### src/rtl/counter_mod_n_pkg.sv
// Shared types for the mod-N counter.
//   mode_t  : counting behaviour at a bound (wrap / saturate / one-shot / reserved=wrap)
//   state_t : one-shot control state
//   mode_wraps() : true for the modes that wrap at a bound
package counter_pkg;

    typedef enum logic [1:0] {
        WRAP    = 2'b00,
        SAT     = 2'b01,
        ONESHOT = 2'b10,
        RSVD    = 2'b11
    } mode_t;

    typedef enum logic {
        RUN  = 1'b0,
        DONE = 1'b1
    } state_t;

    // The reserved encoding behaves exactly like WRAP.
    function automatic logic mode_wraps(input mode_t m);
        return (m == WRAP) || (m == RSVD);
    endfunction

endpackage

### src/rtl/counter_mod_n_if.sv
// Control/status bundle of the mod-N counter.
//   clear, load, data_in, counter_on, count_up, mode : requests into the counter
//   Count, tc, wrap_pulse, ovf, done                  : counter status
// master = requester side, slave = counter side.
interface counter_mod_n_if #(
    parameter int NBITS = 4
);
    logic             clear;
    logic             load;
    logic [NBITS-1:0] data_in;
    logic             counter_on;
    logic             count_up;
    logic [1:0]       mode;
    logic [NBITS-1:0] Count;
    logic             tc;
    logic             wrap_pulse;
    logic             ovf;
    logic             done;

    modport master (
        output clear, load, data_in, counter_on, count_up, mode,
        input  Count, tc, wrap_pulse, ovf, done
    );

    modport slave (
        input  clear, load, data_in, counter_on, count_up, mode,
        output Count, tc, wrap_pulse, ovf, done
    );
endinterface

### src/rtl/counter_mod_n_next_val.sv
// Combinational next-count calculator for the mod-N counter.
//   count_i      : current count
//   count_up_i   : direction (1 = up)
//   mode_i       : bound behaviour
//   next_count_o : value the counter takes when enabled
//   wrap_o       : at the bound in the counting direction and the mode wraps
//   sat_o        : at the bound in the counting direction and the mode holds
module counter_next_val
    import counter_pkg::*;
#(
    parameter int NBITS   = 4,
    parameter int MODULUS = 2**NBITS
) (
    input  logic [NBITS-1:0] count_i,
    input  logic             count_up_i,
    input  mode_t            mode_i,
    output logic [NBITS-1:0] next_count_o,
    output logic             wrap_o,
    output logic             sat_o
);
    localparam logic [NBITS-1:0] MAXV = NBITS'(MODULUS - 1);

    logic at_bound;

    always_comb begin
        at_bound = count_up_i ? (count_i == MAXV) : (count_i == '0);
        wrap_o   = at_bound && mode_wraps(mode_i);
        sat_o    = at_bound && !mode_wraps(mode_i);
        if (!at_bound) begin
            next_count_o = count_up_i ? (count_i + NBITS'(1)) : (count_i - NBITS'(1));
        end else if (wrap_o) begin
            next_count_o = count_up_i ? '0 : MAXV;
        end else begin
            next_count_o = count_i;
        end
    end
endmodule

### src/rtl/counter_mod_n.sv
// Mod-N up/down counter with wrap, saturate and one-shot modes.
//   clk_2 : clock, rising edge
//   reset : asynchronous active-high reset
//   bus   : slave side of counter_mod_n_if (controls in, Count/tc/wrap_pulse/ovf/done out)
// Priority per edge: clear > load > counter_on > hold.
module counter_mod_n
    import counter_pkg::*;
#(
    parameter int NBITS   = 4,
    parameter int MODULUS = 2**NBITS
) (
    input logic              clk_2,
    input logic              reset,
    counter_mod_n_if.slave   bus
);
    if (NBITS < 1 || MODULUS < 2 || MODULUS > (2**NBITS)) begin : g_bad_param
        $error("counter_mod_n: MODULUS must satisfy 2 <= MODULUS <= 2**NBITS");
    end

    localparam logic [NBITS-1:0] MAXV    = NBITS'(MODULUS - 1);
    localparam logic [NBITS:0]   MOD_EXT = (NBITS + 1)'(MODULUS);

    state_t           state_q, state_d;
    logic [NBITS-1:0] count_q, count_d;
    logic             wrap_q,  wrap_d;
    logic             ovf_q,   ovf_d;
    logic             done_q,  done_d;

    mode_t            mode;
    logic [NBITS-1:0] nv_count;
    logic             nv_wrap;
    logic             nv_sat;
    logic [NBITS-1:0] load_val;
    logic             run_step;

    assign mode = mode_t'(bus.mode);

    counter_next_val #(
        .NBITS   (NBITS),
        .MODULUS (MODULUS)
    ) u_next_val (
        .count_i      (count_q),
        .count_up_i   (bus.count_up),
        .mode_i       (mode),
        .next_count_o (nv_count),
        .wrap_o       (nv_wrap),
        .sat_o        (nv_sat)
    );

    // Compare one bit wider so MODULUS == 2**NBITS never clamps.
    assign load_val = ({1'b0, bus.data_in} >= MOD_EXT) ? MAXV : bus.data_in;
    assign run_step = (state_q == RUN) && bus.counter_on;

    // State register
    always_ff @(posedge clk_2 or posedge reset) begin
        if (reset) begin
            state_q <= RUN;
        end else begin
            state_q <= state_d;
        end
    end

    // Next-state logic
    always_comb begin
        state_d = state_q;
        if (bus.clear || bus.load) begin
            state_d = RUN;
        end else if (state_q == DONE) begin
            // Leaving one-shot releases the hold; counting restarts the edge after.
            if (mode != ONESHOT) begin
                state_d = RUN;
            end
        end else if (bus.counter_on && nv_sat && mode == ONESHOT) begin
            state_d = DONE;
        end
    end

    // Output / datapath next values
    always_comb begin
        count_d = count_q;
        wrap_d  = 1'b0;
        ovf_d   = ovf_q;
        done_d  = (state_d == DONE);
        if (bus.clear) begin
            count_d = '0;
            ovf_d   = 1'b0;
        end else if (bus.load) begin
            count_d = load_val;
        end else if (run_step) begin
            count_d = nv_count;
            wrap_d  = nv_wrap;
            // One-shot completion is not an overflow; wrap and saturate are.
            if (nv_wrap || (nv_sat && mode == SAT)) begin
                ovf_d = 1'b1;
            end
        end
    end

    always_ff @(posedge clk_2 or posedge reset) begin
        if (reset) begin
            count_q <= '0;
            wrap_q  <= 1'b0;
            ovf_q   <= 1'b0;
            done_q  <= 1'b0;
        end else begin
            count_q <= count_d;
            wrap_q  <= wrap_d;
            ovf_q   <= ovf_d;
            done_q  <= done_d;
        end
    end

    assign bus.Count      = count_q;
    assign bus.tc         = bus.counter_on && (nv_wrap || nv_sat);
    assign bus.wrap_pulse = wrap_q;
    assign bus.ovf        = ovf_q;
    assign bus.done       = done_q;
endmodule

### src/flat_wrapper.sv
// flat-port wrapper written by rule: the top's interface ports become plain ports
module counter_mod_n_flat import counter_pkg::*;
#(
    parameter int NBITS   = 4,
    parameter int MODULUS = 2**NBITS
)
  (clk_2, reset, bus_clear, bus_load, bus_data_in, bus_counter_on, bus_count_up, bus_mode, bus_Count, bus_tc, bus_wrap_pulse, bus_ovf, bus_done);
  counter_mod_n_if #(.NBITS(NBITS)) bus_i ();
  input logic clk_2;
  input logic reset;
  input wire logic [$bits(bus_i.clear)-1:0] bus_clear;
  input wire logic [$bits(bus_i.load)-1:0] bus_load;
  input wire logic [$bits(bus_i.data_in)-1:0] bus_data_in;
  input wire logic [$bits(bus_i.counter_on)-1:0] bus_counter_on;
  input wire logic [$bits(bus_i.count_up)-1:0] bus_count_up;
  input wire logic [$bits(bus_i.mode)-1:0] bus_mode;
  output wire logic [$bits(bus_i.Count)-1:0] bus_Count;
  output wire logic [$bits(bus_i.tc)-1:0] bus_tc;
  output wire logic [$bits(bus_i.wrap_pulse)-1:0] bus_wrap_pulse;
  output wire logic [$bits(bus_i.ovf)-1:0] bus_ovf;
  output wire logic [$bits(bus_i.done)-1:0] bus_done;
  assign bus_i.clear = bus_clear;
  assign bus_i.load = bus_load;
  assign bus_i.data_in = bus_data_in;
  assign bus_i.counter_on = bus_counter_on;
  assign bus_i.count_up = bus_count_up;
  assign bus_i.mode = bus_mode;
  assign bus_Count = bus_i.Count;
  assign bus_tc = bus_i.tc;
  assign bus_wrap_pulse = bus_i.wrap_pulse;
  assign bus_ovf = bus_i.ovf;
  assign bus_done = bus_i.done;
  counter_mod_n #(.NBITS(NBITS), .MODULUS(MODULUS)) u_core (.clk_2(clk_2), .reset(reset), .bus(bus_i));
endmodule
### config.mk
export PLATFORM = sky130hd
export DESIGN_NAME = counter_mod_n_flat
export DESIGN_NICKNAME = d
export VERILOG_FILES = /design/src/rtl/counter_mod_n_pkg.sv /design/src/rtl/counter_mod_n_if.sv /design/src/rtl/counter_mod_n_next_val.sv /design/src/rtl/counter_mod_n.sv /design/src/flat_wrapper.sv
export SDC_FILE = /design/constraint.sdc
export NUM_CORES = 1
export LEC_CHECK = 0
export ABC_AREA = 1
export CORE_MARGIN = 5
export CORE_UTILIZATION = 48
export CTS_CLUSTER_DIAMETER = 200
export DETAILED_ROUTE_END_ITERATION = 7
export PLACE_DENSITY = 0.84
export RECOVER_POWER = 100
export SLEW_MARGIN = 5
export SYNTH_ARGS = -nofsm -noshare
export SYNTH_HDL_FRONTEND = slang
export SYNTH_SLANG_ARGS = --single-unit
export TNS_END_PERCENT = 30
### constraint.sdc
create_clock -name clk_2 -period 3.93 [get_ports clk_2]
set_input_delay 0.786 -clock clk_2 [delete_from_list [all_inputs] [get_ports clk_2]]
set_output_delay 0.786 -clock clk_2 [all_outputs]
set_load 0.005 [all_outputs]
==> results.yml, run 1 <==
status:
  status: "complete, no violations"
floorplanning:
  top_level_ports: 20
  rows: 13
  dieArea_sq_um: 2150
  core_sq_um: 1270
  die_x_um: 46.4
  die_height_um: 46.4
  start_util: 0.501
hold_path:
  min-delay-start: "u_core.bus.ovf"
  min_path_type: "flip-flop to flip-flop"
clock_tree:
  ctsResizeCount: 0
  clock_latency_ps: 250
  clk_pin_slew_worst_paths_ps: 50
  cts_tree: "done"
  clkSinkCount: 7
  numCtsBuffers: 3
  clockBufferDepth: 2
  ctsHoldBuffers: 0
  htree_num_levels: 1
  post_cts_buffers: 0
  clk_root_buffer_cell: "clkbuf_4"
layout:
  drive_gt1_frac: 0.103
  final.fill_count: 122
  final_core_util: 0.680
  regArea_sq_um: 175
  syn2layout_area_growth_pct: 35.8
  num-nets-final: 134
  diodes: 0
  multi_input_area_sq_um: 385
  fin_cells: 131
global_route:
  overflow: 0
  grt_pass1_wl_um: 2440
  grt_max_degree: 8
  track_usage: 0.163
  grt_pass1_vias: 614
  antenna_found_initial: 0
critical_path:
  cp_cell_sequence: "dlygate4sd3_1, inv_1, nand2_1, nand2_1, nor2_1, dlygate4sd3_1"
  path_class: "input pin to primary output"
  crit_path_start_kind: "input pin"
  arrival_ps: 2370
  crit_fanout: 5
  max_stage_delay_ps: 630
  critPathCaptureType: "primary output"
  required_ps: 3140
  critPathTopFamily: "buffers and inverters"
  crit_path_start: "bus_count_up"
  crit_slowest_cell: "dlygate4sd3_1"
  path_buf_inv: 3
  r2r-start: "u_core.bus.Count[0]"
routing:
  wl_um: 1360
  drt-initial-drc-count: 7
  vias: 658
  drc: 0
  viasPerCell: 5.02
  drt-pass1-iter-count: 4
  postRouteAntennaNets: 0
  post_drt_wl_per_cell_um: 10.4
timing:
  slew_headroom: 0.808
  rsz0062_at_grt: "false"
  clock-skew-final_ps: 6.91
  fmax_ghz: 0.317
  layout_min_cycle_time_ps: 3150
  worst_slew_pin_slew_ps: 285
  hold_viol: 0
  finalMaxSlewViolations: 0
  tns_ps: 0
  fin_hold_ws_ps: 568
  setup_viol: 0
  post-route-period-util: 0.803
synthesis:
  syn_area_per_cell_sq_um: 6.83
  yosys_register_bits: 7
  synthesis.area_sq_um: 636
  synth_top_area_frac: 0.276
  synth.area.top_cells: "dfrtp_1 (28%), nand2_1 (22%), inv_1 (9.4%)"
  synth_top_area_cell: "dfrtp_1"
  yosysWarnings: 0
  synth_cells: 93
  synth-main-ff-cell: "dfrtp_1"
  async_flop_share: 1.00
  syn_nets: 110
  ys_seq_area_frac: 0.276
  synth_edf_count: 0
  yosysUniqueCellTypes: 24
placed_design:
  place_inst: 127
  hpwl_um: 1140
  place.gp.congestion: 0.869
  numPortBuffers: 19
run:
  cap_violations: 0
power_and_ir_drop:
  vdd_drop_max_v: 0.000359
  p_per_area_nw_per_um2: 282
  leakagePower_nw: 0.474
-- power by group --
group | total [mW] | internal (mW) | leakage (nW) | switching [mW]
sequential | 0.0897 | 0.0784 | 0.0932 | 0.0113
clock | 0.0641 | 0.0387 | 0.0150 | 0.0254
combinational | 0.0900 | 0.0426 | 0.366 | 0.0474
-- state kept, by name (all words and copies together), names as in the netlist --
signal,flops
u_core.bus.Count,4
u_core.state_q,1
u_core.bus.wrap_pulse,1
u_core.bus.ovf,1
-- cells in the mapped netlist (2+ instances only) --
cell	count
nand3_1	3
nand2_1	37
inv_1	16
nand4_2	2
nand2_2	2
nor2_4	2
dfrtp_1	7
ha_1	4
nor2_1	5
-- tightest hold or removal path: stages, from the launching register on --
cell,delay [ps]
dfrtp_1,370
inv_1,60
o21ai_0,80
-- routing by layer --
layer	part of all wire	GRT usage	vias up
met5	0	0	-
met4	0	0.0511	0
met3	0.078	0.0703	0
met2	0.52	0.291	22
met1	0.40	0.170	302
li1	-	-	334
-- final cells by class --
| class | instances | share of cell area |
|---|---|---|
| Inverter | 18 | 0.0783 |
| Clock buffer | 4 | 0.0304 |
| Sequential cell | 7 | 0.203 |
| Tap cell | 15 | 0.0217 |
| Timing Repair Buffer | 19 | 0.220 |
| Multi-Input combinational cell | 68 | 0.446 |
-- path summary, 6_finish.rpt --
path | to | slack (ps) | cells after the start
worst min register to register | u_core.bus.ovf | 570 | 2
max in group asynchronous | u_core.bus.wrap_pulse | 2810 | 2
worst max-delay path | bus_tc | 780 | 6
worst max register to register | u_core.bus.Count[2] | 2320 | 8
worst min-delay path | u_core.bus.ovf | 570 | 2
min in group asynchronous | u_core.bus.Count[2] | 900 | 2
-- stage by stage --
stage               cell area, sq um  total power, mW  setup slack (ps)
detailed placement               845            0.186               928
global route                     863            0.270               650
floorplan                        636            0.146              2080
finish                           863            0.244               776
global placement                 845            0.184               935
CTS                              871            0.252               906
-- placed cells by master (no fill, tap or decap) --
master,n
nand2_1,38
inv_1,16
dlygate4sd3_1,11
clkdlybuf4s50_1,8
dfrtp_1,7
nor2_1,5
nand3_1,4
ha_1,4
clkbuf_4,3
nand4_2,2
nor2_4,2
clkinv_1,1
inv_2,1
nand2_2,1
nor2_2,1
xor2_1,1
nand2_4,1
a22oi_1,1
o21ai_2,1
nand4_1,1
a21oi_1,1
nor4_1,1
o2111ai_1,1
o21ai_0,1
or2_0,1
fa_1,1
clkbuf_1,1
-- logic make-up (layout without fill, tap and decap cells) --
kind of cell / count (synthesis) / after routing / synth area share
adder cells (fa/ha/maj): 5 / 5 / 0.110
AND/OR/NAND/NOR: 57 / 57 / 0.439
flip-flops: 7 / 7 / 0.276
buffers and inverters: 18 / 41 / 0.106
AO/OA/AOI/OAI: 5 / 5 / 0.0551
XOR/XNOR: 1 / 1 / 0.0138
Note: power is estimated with default switching activity, not from simulation.
==> run 2: changes to the inputs <==
--- a/config.mk
+++ b/config.mk
@@ -7,10 +7,10 @@
 export LEC_CHECK = 0
 export ABC_AREA = 1
 export CORE_MARGIN = 5
-export CORE_UTILIZATION = 48
+export CORE_UTILIZATION = 44
 export CTS_CLUSTER_DIAMETER = 200
 export DETAILED_ROUTE_END_ITERATION = 7
-export PLACE_DENSITY = 0.84
+export PLACE_DENSITY = 0.78
 export RECOVER_POWER = 100
 export SLEW_MARGIN = 5
 export SYNTH_ARGS = -nofsm -noshare
==> constraint.sdc (replaced) <==
create_clock -name clk_2 -period 3 [get_ports clk_2]
set_input_delay 0.6 -clock clk_2 [delete_from_list [all_inputs] [get_ports clk_2]]
set_output_delay 0.6 -clock clk_2 [all_outputs]
set_load 0.005 [all_outputs]
==> results.yml, run 2 (same netlist as run 1, synthesis figures left out) <==
timing:
  layout_min_cycle_time_ps: 2730
  tns_ps: 0
  worst_slack_ps: 273
  worst_slew_pin_slew_ps: 323
  finalMaxSlewViolations: 0
  slew_headroom: 0.782
  fmax_ghz: 0.367
  post-route-period-util: 0.909
  setup_viol: 0
  clock-skew-final_ps: 7.20
  rsz0062_at_grt: "false"
  hold_viol: 0
clock_tree:
  clockBufferDepth: 2
  htree_num_levels: 1
  numCtsBuffers: 3
  ctsResizeCount: 0
  cts_tree: "done"
  post_cts_buffers: 0
  clk_pin_slew_worst_paths_ps: 50
  clk_root_buffer_cell: "clkbuf_4"
  clkSinkCount: 7
  ctsHoldBuffers: 0
  clock_latency_ps: 250
critical_path:
  required_ps: 2400
  critPathCaptureType: "primary output"
  arrival_ps: 2130
  path_class: "input pin to primary output"
  r2r_cells: 10
  crit_fanout: 5
  crit_path_start_kind: "input pin"
layout:
  diodes: 0
  final_cell_mix: "nand2_1 (39), inv_1 (16), dlygate4sd3_1 (10), clkdlybuf4s50_1 (9), dfrtp_1 (7)"
  drive_gt1_frac: 0.0948
  largest_reg_flops: 4
  num-nets-final: 134
  layout_commonest_cell: "nand2_1"
  syn2layout_area_growth_pct: 34.4
  fin_cells: 131
global_route:
  track_usage: 0.157
  overflow: 0
  grt_pass1_vias: 609
  grt_pass1_wl_um: 2450
  antenna_found_initial: 0
  grt_max_degree: 8
floorplanning:
  dieArea_sq_um: 2300
  rows: 13
  core_sq_um: 1330
  top_level_ports: 20
  die_x_um: 48.0
  start_util: 0.477
  die_height_um: 48.0
placed_design:
  place.gp.congestion: 0.797
  hpwl_um: 1240
  preCtsSetupSlack_ps: 340
  place_inst: 127
  numPortBuffers: 19
routing:
  viasPerCell: 4.76
  post_drt_wl_per_cell_um: 10.8
  vias: 623
  postRouteAntennaNets: 0
  drt-pass1-iter-count: 4
  wl_um: 1420
  drt-initial-drc-count: 10
  drc: 0
power_and_ir_drop:
  vdd_drop_max_v: 0.000303
  leakagePower_nw: 0.465
  p_per_area_nw_per_um2: 375
run:
  cap_violations: 0
hold_path:
  min_path_type: "flip-flop to flip-flop"
  hold_depth: 2
status:
  status: "complete, no violations"
-- run 2: power breakdown --
group | switching [mW] | internal, mW | leakage, nW
registers | 0.0143 | 0.103 | 0.0932
logic | 0.0636 | 0.0557 | 0.357
clock network | 0.0339 | 0.0507 | 0.0150
-- run 2: through the flow --
stage	total power [mW]	hold WS [ps]	cell area, sq um	util
finish	0.321	522	855	0.641
global route	0.348	567	855	0.641
CTS	0.331	534	871	0.653
detailed placement	0.245	527	845	0.633
global placement	0.242	502	845	0.633
floorplan	0.191	403	636	-
-- run 2: layer usage --
layer,vias to the layer above,share of wire,GRT usage
met3,5,0.040,0.0338
met2,13,0.47,0.245
met4,0,0.016,0.0806
met5,-,0,0
met1,274,0.47,0.201
li1,331,-,-
-- run 2: final timing paths --
path                                      from  slack, ps                   to
min in group asynchronous                reset        710  u_core.bus.Count[3]
setup reg to reg           u_core.bus.Count[2]       1420  u_core.bus.Count[3]
max in group asynchronous                reset       2060       u_core.state_q
hold / removal                  u_core.bus.ovf        520       u_core.bus.ovf
hold reg to reg                 u_core.bus.ovf        520       u_core.bus.ovf
setup / recovery                  bus_count_up        270               bus_tc
-- run 2: final cells by class --
class / count / area [sq um]
Timing Repair Buffer: 19 / 190
Inverter: 18 / 67.6
Tap cell: 15 / 18.8
Multi-Input combinational cell: 68 / 377
Clock buffer: 4 / 26.3
Fill cell: 135 / 479
Sequential cell: 7 / 175
-- run 2: worst max-delay path: stages --
cell and delay (ps):
dlygate4sd3_1 640, inv_1 120, nand2_1 80, nand2_1 80, nor2_1 100, clkdlybuf4s50_1 510
==> run 3: changes to the inputs <==
--- a/config.mk
+++ b/config.mk
@@ -12,7 +12,6 @@
 export DETAILED_ROUTE_END_ITERATION = 7
 export PLACE_DENSITY = 0.78
 export RECOVER_POWER = 100
-export SLEW_MARGIN = 5
 export SYNTH_ARGS = -nofsm -noshare
 export SYNTH_HDL_FRONTEND = slang
 export SYNTH_SLANG_ARGS = --single-unit
==> results of run 3 <==
Final layout, timing and power as in run 2 (identical DEF).
